$ cat src/rtl/decode_stage_pkg.sv
// RV32I decode types shared by the decode stage and its combinational decoder.
package decode_stage_pkg;

    localparam int DEC_XLEN = 32;

    typedef enum logic [6:0] {
        OPCODE_LOAD     = 7'b0000011,
        OPCODE_MISC_MEM = 7'b0001111,
        OPCODE_OP_IMM   = 7'b0010011,
        OPCODE_AUIPC    = 7'b0010111,
        OPCODE_STORE    = 7'b0100011,
        OPCODE_OP       = 7'b0110011,
        OPCODE_LUI      = 7'b0110111,
        OPCODE_BRANCH   = 7'b1100011,
        OPCODE_JALR     = 7'b1100111,
        OPCODE_JAL      = 7'b1101111
    } opcode_t;

    localparam logic [6:0] FUNCT7_BASE   = 7'b0000000;
    localparam logic [6:0] FUNCT7_ALT    = 7'b0100000;
    localparam logic [6:0] FUNCT7_MULDIV = 7'b0000001;

    typedef enum logic [2:0] {
        IMM_NONE, IMM_I, IMM_S, IMM_B, IMM_U, IMM_J
    } imm_fmt_t;

    // opcode is kept as raw bits so illegal encodings survive into the packet
    typedef struct packed {
        logic [6:0]          opcode;
        logic [4:0]          rd;
        logic [4:0]          rs1;
        logic [4:0]          rs2;
        logic [2:0]          funct3;
        logic [6:0]          funct7;
        logic [DEC_XLEN-1:0] imm;
        imm_fmt_t            imm_fmt;
        logic                is_muldiv;
        logic                illegal;
        logic [DEC_XLEN-1:0] pc;
    } decode_packet_t;

endpackage

$ cat src/rtl/decode_stage_comb.sv
// Combinational RV32I field extraction, immediate selection and legality check.
import decode_stage_pkg::*;

module decode_stage_comb #(
    parameter bit ENABLE_M     = 1'b0,
    parameter bit ENABLE_FENCE = 1'b1
) (
    input  logic [31:0]    instr,
    output decode_packet_t pkt
);

    logic [2:0] f3;
    logic [6:0] f7;
    imm_fmt_t   fmt;

    assign f3 = instr[14:12];
    assign f7 = instr[31:25];

    always_comb begin
        pkt           = '0;
        fmt           = IMM_NONE;
        pkt.opcode    = instr[6:0];
        pkt.rd        = instr[11:7];
        pkt.rs1       = instr[19:15];
        pkt.rs2       = instr[24:20];
        pkt.funct3    = f3;
        pkt.funct7    = f7;
        pkt.illegal   = (instr[1:0] != 2'b11);

        case (instr[6:0])
            OPCODE_LOAD: begin
                fmt = IMM_I;
                if (f3 == 3'b011 || f3[2:1] == 2'b11) pkt.illegal = 1'b1;
            end
            OPCODE_MISC_MEM: begin
                if (!ENABLE_FENCE || f3[2:1] != 2'b00) pkt.illegal = 1'b1;
            end
            OPCODE_OP_IMM: begin
                fmt = IMM_I;
                if (f3 == 3'b001 && f7 != FUNCT7_BASE) pkt.illegal = 1'b1;
                if (f3 == 3'b101 && f7 != FUNCT7_BASE && f7 != FUNCT7_ALT) pkt.illegal = 1'b1;
            end
            OPCODE_AUIPC, OPCODE_LUI: fmt = IMM_U;
            OPCODE_STORE: begin
                fmt = IMM_S;
                if (f3 >= 3'b011) pkt.illegal = 1'b1;
            end
            OPCODE_OP: begin
                if (f7 == FUNCT7_MULDIV && ENABLE_M) begin
                    pkt.is_muldiv = 1'b1;
                end else if (f7 == FUNCT7_ALT) begin
                    if (f3 != 3'b000 && f3 != 3'b101) pkt.illegal = 1'b1;
                end else if (f7 != FUNCT7_BASE) begin
                    pkt.illegal = 1'b1;
                end
            end
            OPCODE_BRANCH: begin
                fmt = IMM_B;
                if (f3[2:1] == 2'b01) pkt.illegal = 1'b1;
            end
            OPCODE_JALR: begin
                fmt = IMM_I;
                if (f3 != 3'b000) pkt.illegal = 1'b1;
            end
            OPCODE_JAL: fmt = IMM_J;
            default: pkt.illegal = 1'b1;
        endcase

        pkt.imm_fmt = fmt;
        case (fmt)
            IMM_I:   pkt.imm = {{(DEC_XLEN-12){instr[31]}}, instr[31:20]};
            IMM_S:   pkt.imm = {{(DEC_XLEN-12){instr[31]}}, instr[31:25], instr[11:7]};
            IMM_B:   pkt.imm = {{(DEC_XLEN-13){instr[31]}}, instr[31], instr[7],
                                instr[30:25], instr[11:8], 1'b0};
            IMM_U:   pkt.imm = {{(DEC_XLEN-32){instr[31]}}, instr[31:12], 12'b0};
            IMM_J:   pkt.imm = {{(DEC_XLEN-21){instr[31]}}, instr[31], instr[19:12],
                                instr[20], instr[30:21], 1'b0};
            default: pkt.imm = '0;
        endcase
    end

endmodule

$ cat src/rtl/decode_stage.sv
// Registered decode stage with valid/ready on both sides and a one-deep skid entry.
// state | meaning
// EMPTY | main invalid, skid invalid; in_ready=1
// ONE   | main valid, skid invalid; in_ready=1
// FULL  | main valid, skid valid; in_ready=0
import decode_stage_pkg::*;

module decode_stage #(
    parameter int XLEN         = DEC_XLEN,
    parameter bit ENABLE_M     = 1'b0,
    parameter bit ENABLE_FENCE = 1'b1
) (
    input  logic            clk,
    input  logic            rst_n,
    input  logic            flush,
    input  logic            in_valid,
    output logic            in_ready,
    input  logic [31:0]     in_instr,
    input  logic [XLEN-1:0] in_pc,
    output logic            out_valid,
    input  logic            out_ready,
    output decode_packet_t  out_pkt
);

    decode_packet_t dec_pkt, in_pkt;
    decode_packet_t main_pkt, main_pkt_nxt, skid_pkt, skid_pkt_nxt;
    logic           main_valid, main_valid_nxt, skid_valid, skid_valid_nxt;
    logic           in_fire, out_fire;

    decode_stage_comb #(
        .ENABLE_M     (ENABLE_M),
        .ENABLE_FENCE (ENABLE_FENCE)
    ) u_comb (
        .instr (in_instr),
        .pkt   (dec_pkt)
    );

    always_comb begin
        in_pkt    = dec_pkt;
        in_pkt.pc = DEC_XLEN'(in_pc);
    end

    assign in_ready  = !skid_valid;
    assign in_fire   = in_valid && in_ready;
    assign out_fire  = main_valid && out_ready;
    assign out_valid = main_valid;
    assign out_pkt   = main_pkt;

    always_comb begin
        main_valid_nxt = main_valid;
        skid_valid_nxt = skid_valid;
        main_pkt_nxt   = main_pkt;
        skid_pkt_nxt   = skid_pkt;
        if (flush) begin
            main_valid_nxt = 1'b0;
            skid_valid_nxt = 1'b0;
        end else if (!main_valid || out_fire) begin
            // main drains this cycle: the older skid packet always goes first
            if (skid_valid) begin
                main_pkt_nxt   = skid_pkt;
                main_valid_nxt = 1'b1;
                skid_valid_nxt = 1'b0;
            end else begin
                main_valid_nxt = in_fire;
                if (in_fire) main_pkt_nxt = in_pkt;
            end
        end else if (in_fire) begin
            skid_pkt_nxt   = in_pkt;
            skid_valid_nxt = 1'b1;
        end
    end

    always_ff @(posedge clk or negedge rst_n) begin
        if (!rst_n) begin
            main_valid <= 1'b0;
            skid_valid <= 1'b0;
            main_pkt   <= '0;
            skid_pkt   <= '0;
        end else begin
            main_valid <= main_valid_nxt;
            skid_valid <= skid_valid_nxt;
            main_pkt   <= main_pkt_nxt;
            skid_pkt   <= skid_pkt_nxt;
        end
    end

endmodule

$ cat config.mk
export PLATFORM = sky130hd
export DESIGN_NAME = decode_stage
export DESIGN_NICKNAME = d
export VERILOG_FILES = /design/src/rtl/decode_stage_pkg.sv /design/src/rtl/decode_stage_comb.sv /design/src/rtl/decode_stage.sv
export SDC_FILE = /design/constraint.sdc
export NUM_CORES = 1
export LEC_CHECK = 0
export ABC_CLOCK_PERIOD_IN_PS = 1500
export BUFFER_PORTS_ARGS = -buffer_cell sky130_fd_sc_hd__buf_2
export CAP_MARGIN = 20
export CORE_MARGIN = 4
export CORE_UTILIZATION = 46
export DETAILED_ROUTE_END_ITERATION = 8
export GPL_TIMING_DRIVEN = 1
export PLACE_DENSITY = 0.7
export SYNTH_ARGS = -nofsm -noshare
export SYNTH_HDL_FRONTEND = slang
export SYNTH_HIERARCHICAL = 1
export SYNTH_SLANG_ARGS = --single-unit
$ cat constraint.sdc
create_clock -name clk -period 1.5 [get_ports clk]
set_input_delay 0.3 -clock clk [delete_from_list [all_inputs] [get_ports clk]]
set_output_delay 0.3 -clock clk [all_outputs]
set_load 0.05 [all_outputs]
==> flow_metrics.py <==
metrics = {
    "floorplan": {
        "core_mm2": 0.0211,
        "die_area_mm2": 0.0239,
        "rows": 53,
        "pin_count": 172,
        "die_w_um": 155,
        "die_h_um": 155,
        "initial_utilization_pct": 46.8,
    },
    "sta": {
        "rsz0062_at_grt": "true",
        "clock.fmax_mhz": 568,
        "finalSetupViolations": 203,
        "fin_ws_ns": -0.259,
        "slew_violations": 0,
        "fin_setup_tns_ns": -34.91,
        "finalCritPeriodShare_pct": 117,
        "min_period_ns": 1.76,
        "final-hold-violation-count": 0,
        "fin_skew_ns": 0.0176,
    },
    "critical_path": {
        "cp-start-kind": "flip-flop",
        "r2r.worst_path.cells": 5,
        "crit_required_ns": 1.88,
        "cp_max_fo": 12,
        "worstReg2RegEnd": "out_pkt[57]",
        "path_delay_family": "buffers and inverters",
        "crit_buf_inv": 3,
        "r2r_slack_ns": -0.26,
        "path_cells": "buf_12 > buf_12 > bufbuf_16 > mux2_4 > mux2_4",
        "criticalPathCategory": "flip-flop to flip-flop",
        "endpoint_kind": "flip-flop",
        "crit_path_max_incr_delay_ns": 0.49,
        "r2r-start": "skid_valid",
        "arrival_ns": 2.14,
        "cp_slowest_cell": "dfrtp_4",
    },
    "place": {
        "dp_slack_ns": -0.887,
        "dpl.hpwl_um": 15600,
        "port_buffers": 171,
        "dpl-instance-area_mm2": 0.0119,
        "place_congestion": 0.878,
    },
    "synth": {
        "ys_warn_count": 6,
        "postSynthAreaPerCell_um2": 14.3,
        "syn-instance-count": 690,
        "syn_area_mm2": 0.00988,
        "synth_nets": 759,
    },
    "cts": {
        "h-tree-depth": 1,
        "cts_tree": "done",
        "insertion_delay_ns": 0.51,
        "cts_root_buf": "clkbuf_16",
        "clock_sinks": 204,
        "cts_buffer_depth": 3,
        "numCtsBuffers": 23,
        "path_clk_slew_ns": 0.06,
    },
    "detailed_routing": {
        "drt-total-wl_um": 27100,
        "drt_iter0_drc": 432,
        "met2RoutedLength_um": 12800,
        "vias_per_cell": 5.41,
        "postRouteAntennaNets": 0,
        "drc_errors": 0,
        "top_layer": "met4",
        "dr_total_vias": 6584,
        "wl_met3_um": 1470,
        "wl_per_cell_um": 22.2,
        "drtPass1Iterations": 7,
        "wl_met1_um": 12200,
    },
    "job": {
        "cap_violations": 0,
    },
    "hold_path": {
        "hold_end": "skid_pkt[7]",
        "worstHoldPathType": "input pin to flip-flop",
        "min_from": "in_pc[7]",
        "holdPathStages": 2,
    },
    "final_layout": {
        "nets": 999,
        "num_antenna_cells": 0,
        "utilization_pct": 66.1,
        "syn2layout_area_growth_pct": 41.2,
        "fin_area_mm2": 0.0139,
        "drive_gt1_share_pct": 63.8,
    },
    "run_status": {
        "violations": "negative setup slack",
        "status": "finished with violations",
    },
    "global_route": {
        "grt_pass1_wl_um": 39300,
        "grt_pass1_vias": 6832,
        "grt_max_degree": 65,
        "antenna_found_initial": 0,
        "globalRouteOverflowTotal": 0,
        "grt_usage_pct": 20.6,
    },
    "power": {
        "ir_worst_vdd_v": 0.000982,
        "power_density_mw_per_mm2": 1200,
        "leakage_uw": 0.00715,
    },
}
## power breakdown
| group | switching (uW) | total [uW] | internal [uW] |
|---|---|---|---|
| sequential | 485 | 6850 | 6370 |
| combinational | 2340 | 4250 | 1910 |
| clock | 2210 | 5580 | 3380 |
| total | 5030 | 16700 | 11600 |
## registers in the layout, summed over array words and instances (netlist names)
register    count
out_pkt       101
skid_pkt      101
out_valid       1
skid_valid      1
## cell type report
type / instances / area [um^2]
Fill cell: 1493 / 7140
Multi-Input combinational cell: 410 / 5110
Sequential cell: 204 / 5110
Timing Repair Buffer: 286 / 2610
Clock buffer: 31 / 656
Tap cell: 275 / 344
Clock inverter: 7 / 85.1
Inverter: 5 / 28.8
## per-layer routing
layer / vias to the layer above / GRT usage, %
met5: - / 0
met4: 0 / 3.87
met3: 59 / 3.78
met2: 218 / 33.6
met1: 3382 / 29.3
li1: 2925 / -
## through the flow
step	cells	total power, uW	hold slack, ns
floorplan	690	9630	0.00441
global placement	1133	10500	0.176
detailed placement	1133	10600	0.180
CTS	1202	16500	0.00620
global route	1218	17400	0.0287
finish	1218	16700	0.0430
## how the worst max path moves through the flow
stage | endpoint | from | slack [ns] | depth (start not counted)
CTS | in_ready | skid_valid | -0.25 | 4
finish | out_pkt[57] | skid_valid | -0.26 | 5
global route | out_pkt[5] | skid_valid | -0.28 | 7
floorplan | out_pkt[32] | in_instr[5] | -0.56 | 8
detailed placement | out_pkt[32] | in_instr[25] | -0.89 | 9
global placement | out_pkt[32] | in_instr[25] | -0.89 | 9
## placed cells by master (no fill, tap or decap), drive strengths merged, types with 6 or more instances in the layout
| cell type | n |
|---|---|
| a21o | 21 |
| a21oi | 6 |
| buf | 269 |
| clkbuf | 45 |
| clkinv | 7 |
| dfrtp | 204 |
| mux2 | 303 |
| nand2 | 8 |
| nor2 | 9 |
| nor2b | 9 |
| o21ai | 8 |
## repair_timing
action	4_1_cts	5_1_grt
pin swaps	4	9
endpoints found under the hold margin	204	0
hold buffers	1	0
buffers inserted	18	8
resized for setup	53	94
endpoints found under the setup margin	189	207
cloned	13	13
Note: power is estimated with default switching activity, not from simulation.
